$ cat src/rtl/imem_loader.sv
// Boot-time instruction-memory loader: turns a counted big-endian byte stream
// into one-cycle word writes for the core's init port, holding the core in init mode.
module imem_loader #(
   parameter int MAX_WORDS = 4096,
   parameter int ADDR_W    = 12
) (
   input  logic              clk,
   input  logic              reset,
   input  logic              in_valid,
   input  logic [7:0]        in_data,
   output logic              in_ready,
   input  logic              reload,
   output logic              init_mode,
   output logic              write_enable,
   output logic [ADDR_W-1:0] init_address,
   output logic [31:0]       init_instruction,
   output logic [ADDR_W:0]   words_written,
   output logic              done,
   output logic              error
);

   typedef enum logic [2:0] {
      S_HDR_HI,
      S_HDR_LO,
      S_DATA,
      S_WRITE,
      S_DONE,
      S_ERR
   } state_t;

   localparam logic [16:0]   MAX_N   = 17'(MAX_WORDS);
   localparam logic [ADDR_W:0] W_ONE = {{ADDR_W{1'b0}}, 1'b1};

   state_t            state, state_nxt;
   logic [7:0]        hdr_hi;
   logic [15:0]       count_n;
   logic [1:0]        byte_idx;
   logic [31:0]       word;
   logic [ADDR_W:0]   wcount;
   logic              accept;
   logic [15:0]       hdr_n;
   logic              last_word;

   assign accept    = in_valid & in_ready;
   assign hdr_n     = {hdr_hi, in_data};
   // Widen both sides so the final-word test never wraps, even when N == MAX_WORDS.
   assign last_word = (17'(wcount) + 17'd1) == {1'b0, count_n};

   assign init_address     = wcount[ADDR_W-1:0];
   assign init_instruction = word;
   assign words_written    = wcount;

   always_ff @(posedge clk) begin
      if (reset) state <= S_HDR_HI;
      else       state <= state_nxt;
   end

   always_comb begin
      state_nxt    = state;
      in_ready     = 1'b0;
      write_enable = 1'b0;
      init_mode    = 1'b1;
      done         = 1'b0;
      error        = 1'b0;
      case (state)
         S_HDR_HI: begin
            in_ready = ~reset;
            if (accept) state_nxt = S_HDR_LO;
         end
         S_HDR_LO: begin
            in_ready = ~reset;
            if (accept) begin
               if (hdr_n == 16'd0)             state_nxt = S_DONE;
               else if ({1'b0, hdr_n} > MAX_N) state_nxt = S_ERR;
               else                            state_nxt = S_DATA;
            end
         end
         S_DATA: begin
            in_ready = ~reset;
            if (accept && byte_idx == 2'd3) state_nxt = S_WRITE;
         end
         S_WRITE: begin
            write_enable = 1'b1;
            state_nxt    = last_word ? S_DONE : S_DATA;
         end
         S_DONE: begin
            init_mode = 1'b0;
            done      = 1'b1;
            if (reload) state_nxt = S_HDR_HI;
         end
         S_ERR: begin
            error = 1'b1;
            if (reload) state_nxt = S_HDR_HI;
         end
         default: state_nxt = S_HDR_HI;
      endcase
   end

   always_ff @(posedge clk) begin
      if (reset) begin
         hdr_hi   <= '0;
         count_n  <= '0;
         byte_idx <= '0;
         word     <= '0;
         wcount   <= '0;
      end else begin
         case (state)
            S_HDR_HI: if (accept) hdr_hi <= in_data;
            S_HDR_LO: begin
               if (accept) begin
                  count_n  <= hdr_n;
                  byte_idx <= '0;
               end
            end
            S_DATA: begin
               if (accept) begin
                  word     <= {word[23:0], in_data};
                  byte_idx <= byte_idx + 2'd1;
               end
            end
            S_WRITE: wcount <= wcount + W_ONE;
            S_DONE, S_ERR: begin
               if (reload) begin
                  wcount   <= '0;
                  byte_idx <= '0;
               end
            end
            default: ;
         endcase
      end
   end

   a_we_single: assert property (@(posedge clk) disable iff (reset)
      write_enable |=> !write_enable);
   a_ready_idle: assert property (@(posedge clk)
      (write_enable || done || error) |-> !in_ready);

endmodule

$ cat config.mk
export PLATFORM = sky130hd
export DESIGN_NAME = imem_loader
export DESIGN_NICKNAME = d
export VERILOG_FILES = /design/src/rtl/imem_loader.sv
export SDC_FILE = /design/constraint.sdc
export NUM_CORES = 1
export LEC_CHECK = 0
export CORE_UTILIZATION = 34
export DETAILED_ROUTE_END_ITERATION = 10
export GPL_ROUTABILITY_DRIVEN = 0
export PLACE_DENSITY = 0.56
export SYNTH_ARGS = -nofsm -noshare
export SYNTH_HDL_FRONTEND = slang
export SYNTH_SLANG_ARGS = --single-unit
$ cat constraint.sdc
create_clock -name clk -period 4 [get_ports clk]
set_clock_uncertainty 0.15 [all_clocks]
set_input_delay 1.2 -clock clk [delete_from_list [all_inputs] [get_ports clk]]
set_output_delay 1.2 -clock clk [all_outputs]
set_load 0.02 [all_outputs]
==> impl_results.md <==
- Residual antenna-violating net count after detailed routing: 0
- Status: finished, final reports clean
- Maximum achievable frequency: about 0.28 GHz
- Initial DRC count: 170
- Number of port buffers: 73
- Number of hold buffers added after cts: 0
- Total congestion overflow: 0
- Max-slew violation count: 0
- Logic depth of the worst register-to-register path: 7
- Setup bufs post-CTS: 0
- Classification of the worst-slack hold path: reg -> reg
- Clock period minus final worst setup slack: around 3500 ps
- Worst endpoint data arrival time: between 2000 and 2500 ps
- Setup slack at placement: 464 ps
- Nature of the critical path startpoint: primary input
- Peak supply drop: between 0.15 and 0.2 mV
- Fraction of post-synthesis cell area in the top cell type by area: about 43%
- Worst slew margin relative to its limit: ~44%
- Syn Area/Cell: between 7 and 8 sq um
- Maximum fanout encountered on the critical timing path: 3
- Antenna diode instance count: 0
- # IOs: 74
- Standard cell core area: 9770 sq um
- Slowest-stage cell, CP: sky130_fd_sc_hd__clkdlybuf4s50_1
- Transition time at the pin with the least slew margin: 830 ps
- Area growth from synthesis to layout: 27.1%
- Num rows: 36
- Synth cell count leaders: sky130_fd_sc_hd__nand2_1, sky130_fd_sc_hd__dfxtp_1, sky130_fd_sc_hd__a21oi_1
- Leakage: ~1.4 nW
- Most used DFF post-synth: sky130_fd_sc_hd__dfxtp_1
- Clock slew seen by the registers of the worst setup and hold paths: approximately 80 ps
- Reg2Reg Launch Point: words_written[0]
- Reg2Reg Setup Slack: ~1100 ps
- Detailed-router iteration count before antenna repair: 4
- Post-synth ARST share: 0%
- Final setup viols: 0
- Minimum setup slack in the final design: 454 ps
- Crit path largest cell delay: ~600 ps
- Total number of vias: between 3,000 and 4,000
- Most instantiated library cell after synthesis: sky130_fd_sc_hd__nand2_1
- Via count of the first global-routing pass: ~2,800
- Synth Warn #: 0
- Number of filler instances in the final layout: 1,029
- Worst hold path startpoint: init_instruction[25]
- Worst setup path endpoint: in_ready
- Depth of the critical timing path with buffers and inverters included: 4
- HPWL after detailed placement: roughly 5800 microns
- Fin crit share: between 80% and 90%
- Post-synth top area cell: sky130_fd_sc_hd__dfxtp_1
- Overall routed net length: 8590 microns
- Die area: ~11,000 sq um
- Post-synthesis instance area: around 3400 sq um
- Global-route wire length before repair: around 14,000 microns
- Required time at the worst-slack endpoint: 2650 ps
- Insertion delay of the later-clocked pin in the worst-skew pair: between 300 and 400 ps
- H-tree level count: 3
- Initial standard-cell utilization of the core: between 30% and 40%
- Crit path launch: reset
- Instance area after placement: between 4000 and 5000 sq um
- Number of gates given a new drive strength after cts: 0
- Global router's overall resource usage: between 10% and 20%
- Number of antenna violations at the first check in global routing: 0
- Setup repair after global routing missed its margin: no
- Post-synth EDFFs: 0
- TritonCTS Sinks: 74
- FF-to-FF End: state[1]
- Post-synthesis register bit count: 74
- Summed negative setup slack over all endpoints: 0 ps
- Count of placed standard cells including taps: 623
- Worst path bufs/invs: 2
- Seq. cell area: approximately 1500 sq um
- Vias per cell: around 5
- Post-layout nets: between 500 and 600
- Maximum number of pins on one net before global-route repair: 76
- Power per standard cell area: 341 nW/um^2
- Number of buffers created by CTS: 9
- Sequential element share of the synthesized area: a little over two fifths
- Fraction of layout cells with a size suffix above 1: about 5.1%
- Max Root-Sink Buffers: 2
- Post-Syn Instances: between 400 and 500
- Critical Path, Cell by Cell: buf_2 > nor2_1 > and2_1 > clkdlybuf4s50_1
- Clock tree from TritonCTS: built
- DR DRC count: 0
- Max Cap Violations: 0
- Final hold viol count: 0
- X dimension of the die: 103 microns
- Post-route design area: between 4000 and 5000 sq um
- Chip height: a little over 100 microns
- Start-to-end type of the worst setup path: in -> out
- Synthesized netlist net count: about 470
- Multi-input gate area in the final layout: about 1700 sq um
- Wire length per cell: between 10 and 15 microns
- Largest cells by area after synthesis: sky130_fd_sc_hd__dfxtp_1, sky130_fd_sc_hd__nand2_1, sky130_fd_sc_hd__a21oi_1
- Number of distinct library cell variants in the gate-level netlist after synthesis: 45
- Clock tree root buffer cell: sky130_fd_sc_hd__clkbuf_8
- Post-route non-filler standard cell count: between 600 and 700
- Crit path capture type: primary output
- Crit-path leading delay family: buffers and inverters
per-layer routing:
layer	track usage [%]	vias up	share of wire (%)	wire, microns
li1	-	1623	-	-
met1	23.4	1469	49	4180
met2	25.4	59	47	4010
met3	2.71	14	3.1	265
met4	7.14	0	1.6	139
met5	0	-	0	0
worst min-delay path by stage:
stage / endpoint / cells past startpoint
after global placement: byte_idx[1] / 2
after floorplan: count_n[14] / 2
after CTS: init_instruction[31] / 2
after global routing: init_instruction[24] / 2
after detailed placement: init_instruction[25] / 2
final: init_instruction[25] / 2
layout by cell type (no fill, tap or decap), types with 9 or more instances in the layout:
cell type                         synthesis  routed
sky130_fd_sc_hd__clkbuf_8                 1       9
sky130_fd_sc_hd__nor2_1                  35      35
sky130_fd_sc_hd__clkdlybuf4s50_1          0      72
sky130_fd_sc_hd__a21oi_1                 70      70
sky130_fd_sc_hd__dfxtp_1                 74      74
sky130_fd_sc_hd__o21ai_0                 11      11
sky130_fd_sc_hd__nor4_1                   9       9
sky130_fd_sc_hd__nand2_1                118     118
sky130_fd_sc_hd__nor3_1                   9       9
sky130_fd_sc_hd__xnor2_1                 12      12
layout make-up:
type / instances / area share, %
multi-input cells: 332 / 39.2
flip-flops and latches: 74 / 33.9
inverters: 5 / 0.429
clock inverters: 6 / 2.09
well taps: 133 / 3.81
clock buffers: 10 / 2.92
repair buffers: 79 / 17.6
through the flow:
stage	util (%)	hold slack, ps	power (mW)
after floorplan	-	281	0.822
after global placement	42.5	292	0.855
after detailed placement	42.5	299	0.857
after CTS	44.7	309	1.50
after global routing	44.7	329	1.55
final	44.7	306	1.49
where the power goes:
part	switching (mW)	internal, mW
clock network	0.298	0.354
registers	0.0106	0.745
logic	0.0500	0.0336
total	0.359	1.13
logic make-up (layout without fill, tap and decap cells):
logic type | Yosys count | after routing | synth area share, %
AOI/OAI and AO/OA | 96 | 96 | 15.1
buffers and inverters | 45 | 100 | 7.09
adders and majority gates | 2 | 2 | 0.727
muxes | 8 | 8 | 2.33
DFF | 74 | 74 | 43.1
xor gates and xnor gates | 18 | 18 | 4.58
and+or+nand+nor | 208 | 208 | 27.1
flip-flops by register name (all words and copies together), names as in the netlist:
register          cells
words_written        13
byte_idx              2
hdr_hi                8
state                 3
count_n              16
init_instruction     32
tightest hold or removal path: cells and delay by family (launching register included):
family	cells	cell delay, ps
flops	1	320
compound gates	1	50
simple gates	1	50
(Power assumes the default switching activity.)
==> variant, RTL diff (config.mk and constraints unchanged) <==
Re-encode `state_t` (6 states) as one-hot, 6 bits wide.
--- a/src/rtl/imem_loader.sv
+++ b/src/rtl/imem_loader.sv
@@ -20,11 +20,11 @@
 );
 
-   typedef enum logic [2:0] {
-      S_HDR_HI,
-      S_HDR_LO,
-      S_DATA,
-      S_WRITE,
-      S_DONE,
-      S_ERR
+   typedef enum logic [5:0] {
+      S_HDR_HI = 6'b000001,
+      S_HDR_LO = 6'b000010,
+      S_DATA   = 6'b000100,
+      S_WRITE  = 6'b001000,
+      S_DONE   = 6'b010000,
+      S_ERR    = 6'b100000
    } state_t;
 
Formal check against the unedited RTL: same outputs for any inputs over 10 cycles, from zero or initial values and one cycle with reset high; not proved beyond that.
==> variant against the unedited design <==
  * Final area increased by 6.3%
  * Global-route usage is 0.39 points higher
  * Die area is 6.9% higher
  * Register-to-register slack worse by 310 ps
  * Total power fell by 1.6%
  * Sequential cell count grew 3
  * Worst setup slack gained 14 ps
  * Synthesized area grew 7.1%
  * Synthesized cell count increased by 5.8%
  * Clock power decreased by 5.7%
  * Wire length grew 8.7%
  * Sequential power grew 3.0%
  * Combinational power decreased by 12%
  * Largest power group unchanged
==> variant: results (changes against the unedited design) <==
* Post-DP HPWL at 6534 um (+13%)
* YS warnings at 0 (unchanged)
* Drt wl/cell at 13.96 um (+3.9%)
* Fraction of synthesized area in multiplexers at 0.02446 (+0.001184)
* Slew @ Worst Pin at 668.7 ps (-160.9 ps)
* Compound-Gate Fraction of Synth Area at 0.1672 (+0.01585)
* Global Route Usage Sum at 0.1715 (+0.003871)
* Worst r2r path cells at 7 (unchanged)
* Crit path DAT at 2180 ps (-20 ps)
* Synth unique cells at 49 (+8.9%)
* PortBufs at 73 (unchanged)
* 1st-iter DRT viols at 192 (+13%)
* Xor/xnor share of the synthesized area at 0.04757 (+0.001736)
* Layout fillers at 1062 (+3.2%)
* Fraction of layout cells with a size suffix above 1 at 0.06191 (+0.01053)
* Vias in the first global route at 3065 (+11%)
* Clock transition at path regs at 90 ps
* Leak Pwr at 1.592 nW (+12%)
* Status: finished, final reports clean
* Num CTS Buffers at 9 (unchanged)
* Synth Area in Adders at 0.006796 (-0.0004796)
* Register area share after synthesis at 0.4186 (-0.01208)
* Worst path max stage delay at 600 ps
* Slowest CP cell: nor4_1
* Maximum vdd drop at 178.5 uV (-5.0%)
* CTS H-tree lvls at 3 (unchanged)
* Global-route wire length before repair at 15340 um (+12%)
* Dpl ws at 555.1 ps (+90.73 ps)
* Clk buf depth at 2 (unchanged)
* Root Buffer: clkbuf_8
* Mapped Nets at 491 (+5.6%)
* 1st-pass router iterations at 4 (unchanged)
* CP Max Fanout at 8 (+5)
* Initial antenna violation count at 0 (unchanged)
* Top post-synthesis cells by count: nand2_1, dfxtp_1, a21oi_1
* Pin count of the biggest net entering global routing at 55 (-28%)
* Largest cells by area after synthesis: dfxtp_1, nand2_1, a21oi_1
* Post-DR vias/cell at 5.055 (+2.1%)
* Nets at 542 (+5.2%)
[variant: cell count changes after synthesis, moves of 4 or more]
| cell | before | now |
|---|---|---|
| a21oi_1 | 70 | 65 |
| nor2_1 | 35 | 39 |
| o21ai_0 | 11 | 18 |
| nand3b_1 | 0 | 5 |
| nand3_1 | 5 | 9 |
| clkbuf_1 | 22 | 27 |
| and3_1 | 5 | 1 |
[variant: report_power, final]
| group | switching, W | total (W) | internal, W | leakage (nW) |
|---|---|---|---|---|
| combinational | 0.0000443 | 0.0000738 | 0.0000296 | 0.874 |
| clock | 0.000319 | 0.000615 | 0.000296 | 0.0968 |
| sequential | 0.00000691 | 0.000779 | 0.000772 | 0.621 |
| total | 0.000371 | 0.00147 | 0.00110 | 1.59 |
[variant: final timing paths]
kind | slack, ps | to | startpoint
min reg2reg | 310 | init_instruction[30] | init_instruction[30]
max reg2reg | 810 | state[2] | words_written[1]
min | 310 | init_instruction[30] | init_instruction[30]
max | 470 | done | state[0]
[variant: area by class of cell]
class / count / area share
Multi-Input combinational cell: 353 / 0.4135
Tap cell: 136 / 0.03664
Sequential cell: 77 / 0.3319
Clock buffer: 9 / 0.02667
Timing Repair Buffer: 81 / 0.1692
Inverter: 6 / 0.004849
Clock inverter: 7 / 0.01724
[variant: worst max-delay path, delay by kind of cell, from the launching register on]
family	cells	cell delay [ps]
DFF	1	380
and+or+nand+nor	2	770
buffers and inverters	2	670
[variant: layer usage]
layer | wire length [um] | vias up | track usage
met5 | 0 | - | 0
met4 | 133 | 0 | 0.06250
li1 | - | 1730 | -
met1 | 4587 | 1557 | 0.2374
met2 | 4034 | 84 | 0.2535
met3 | 583 | 11 | 0.04660
[variant: per-stage QoR]
step	area [um2]	instances
after floorplan	3682	477
after global placement	4441	653
after detailed placement	4441	653
after CTS	4644	669
after global routing	4644	669
final	4644	669
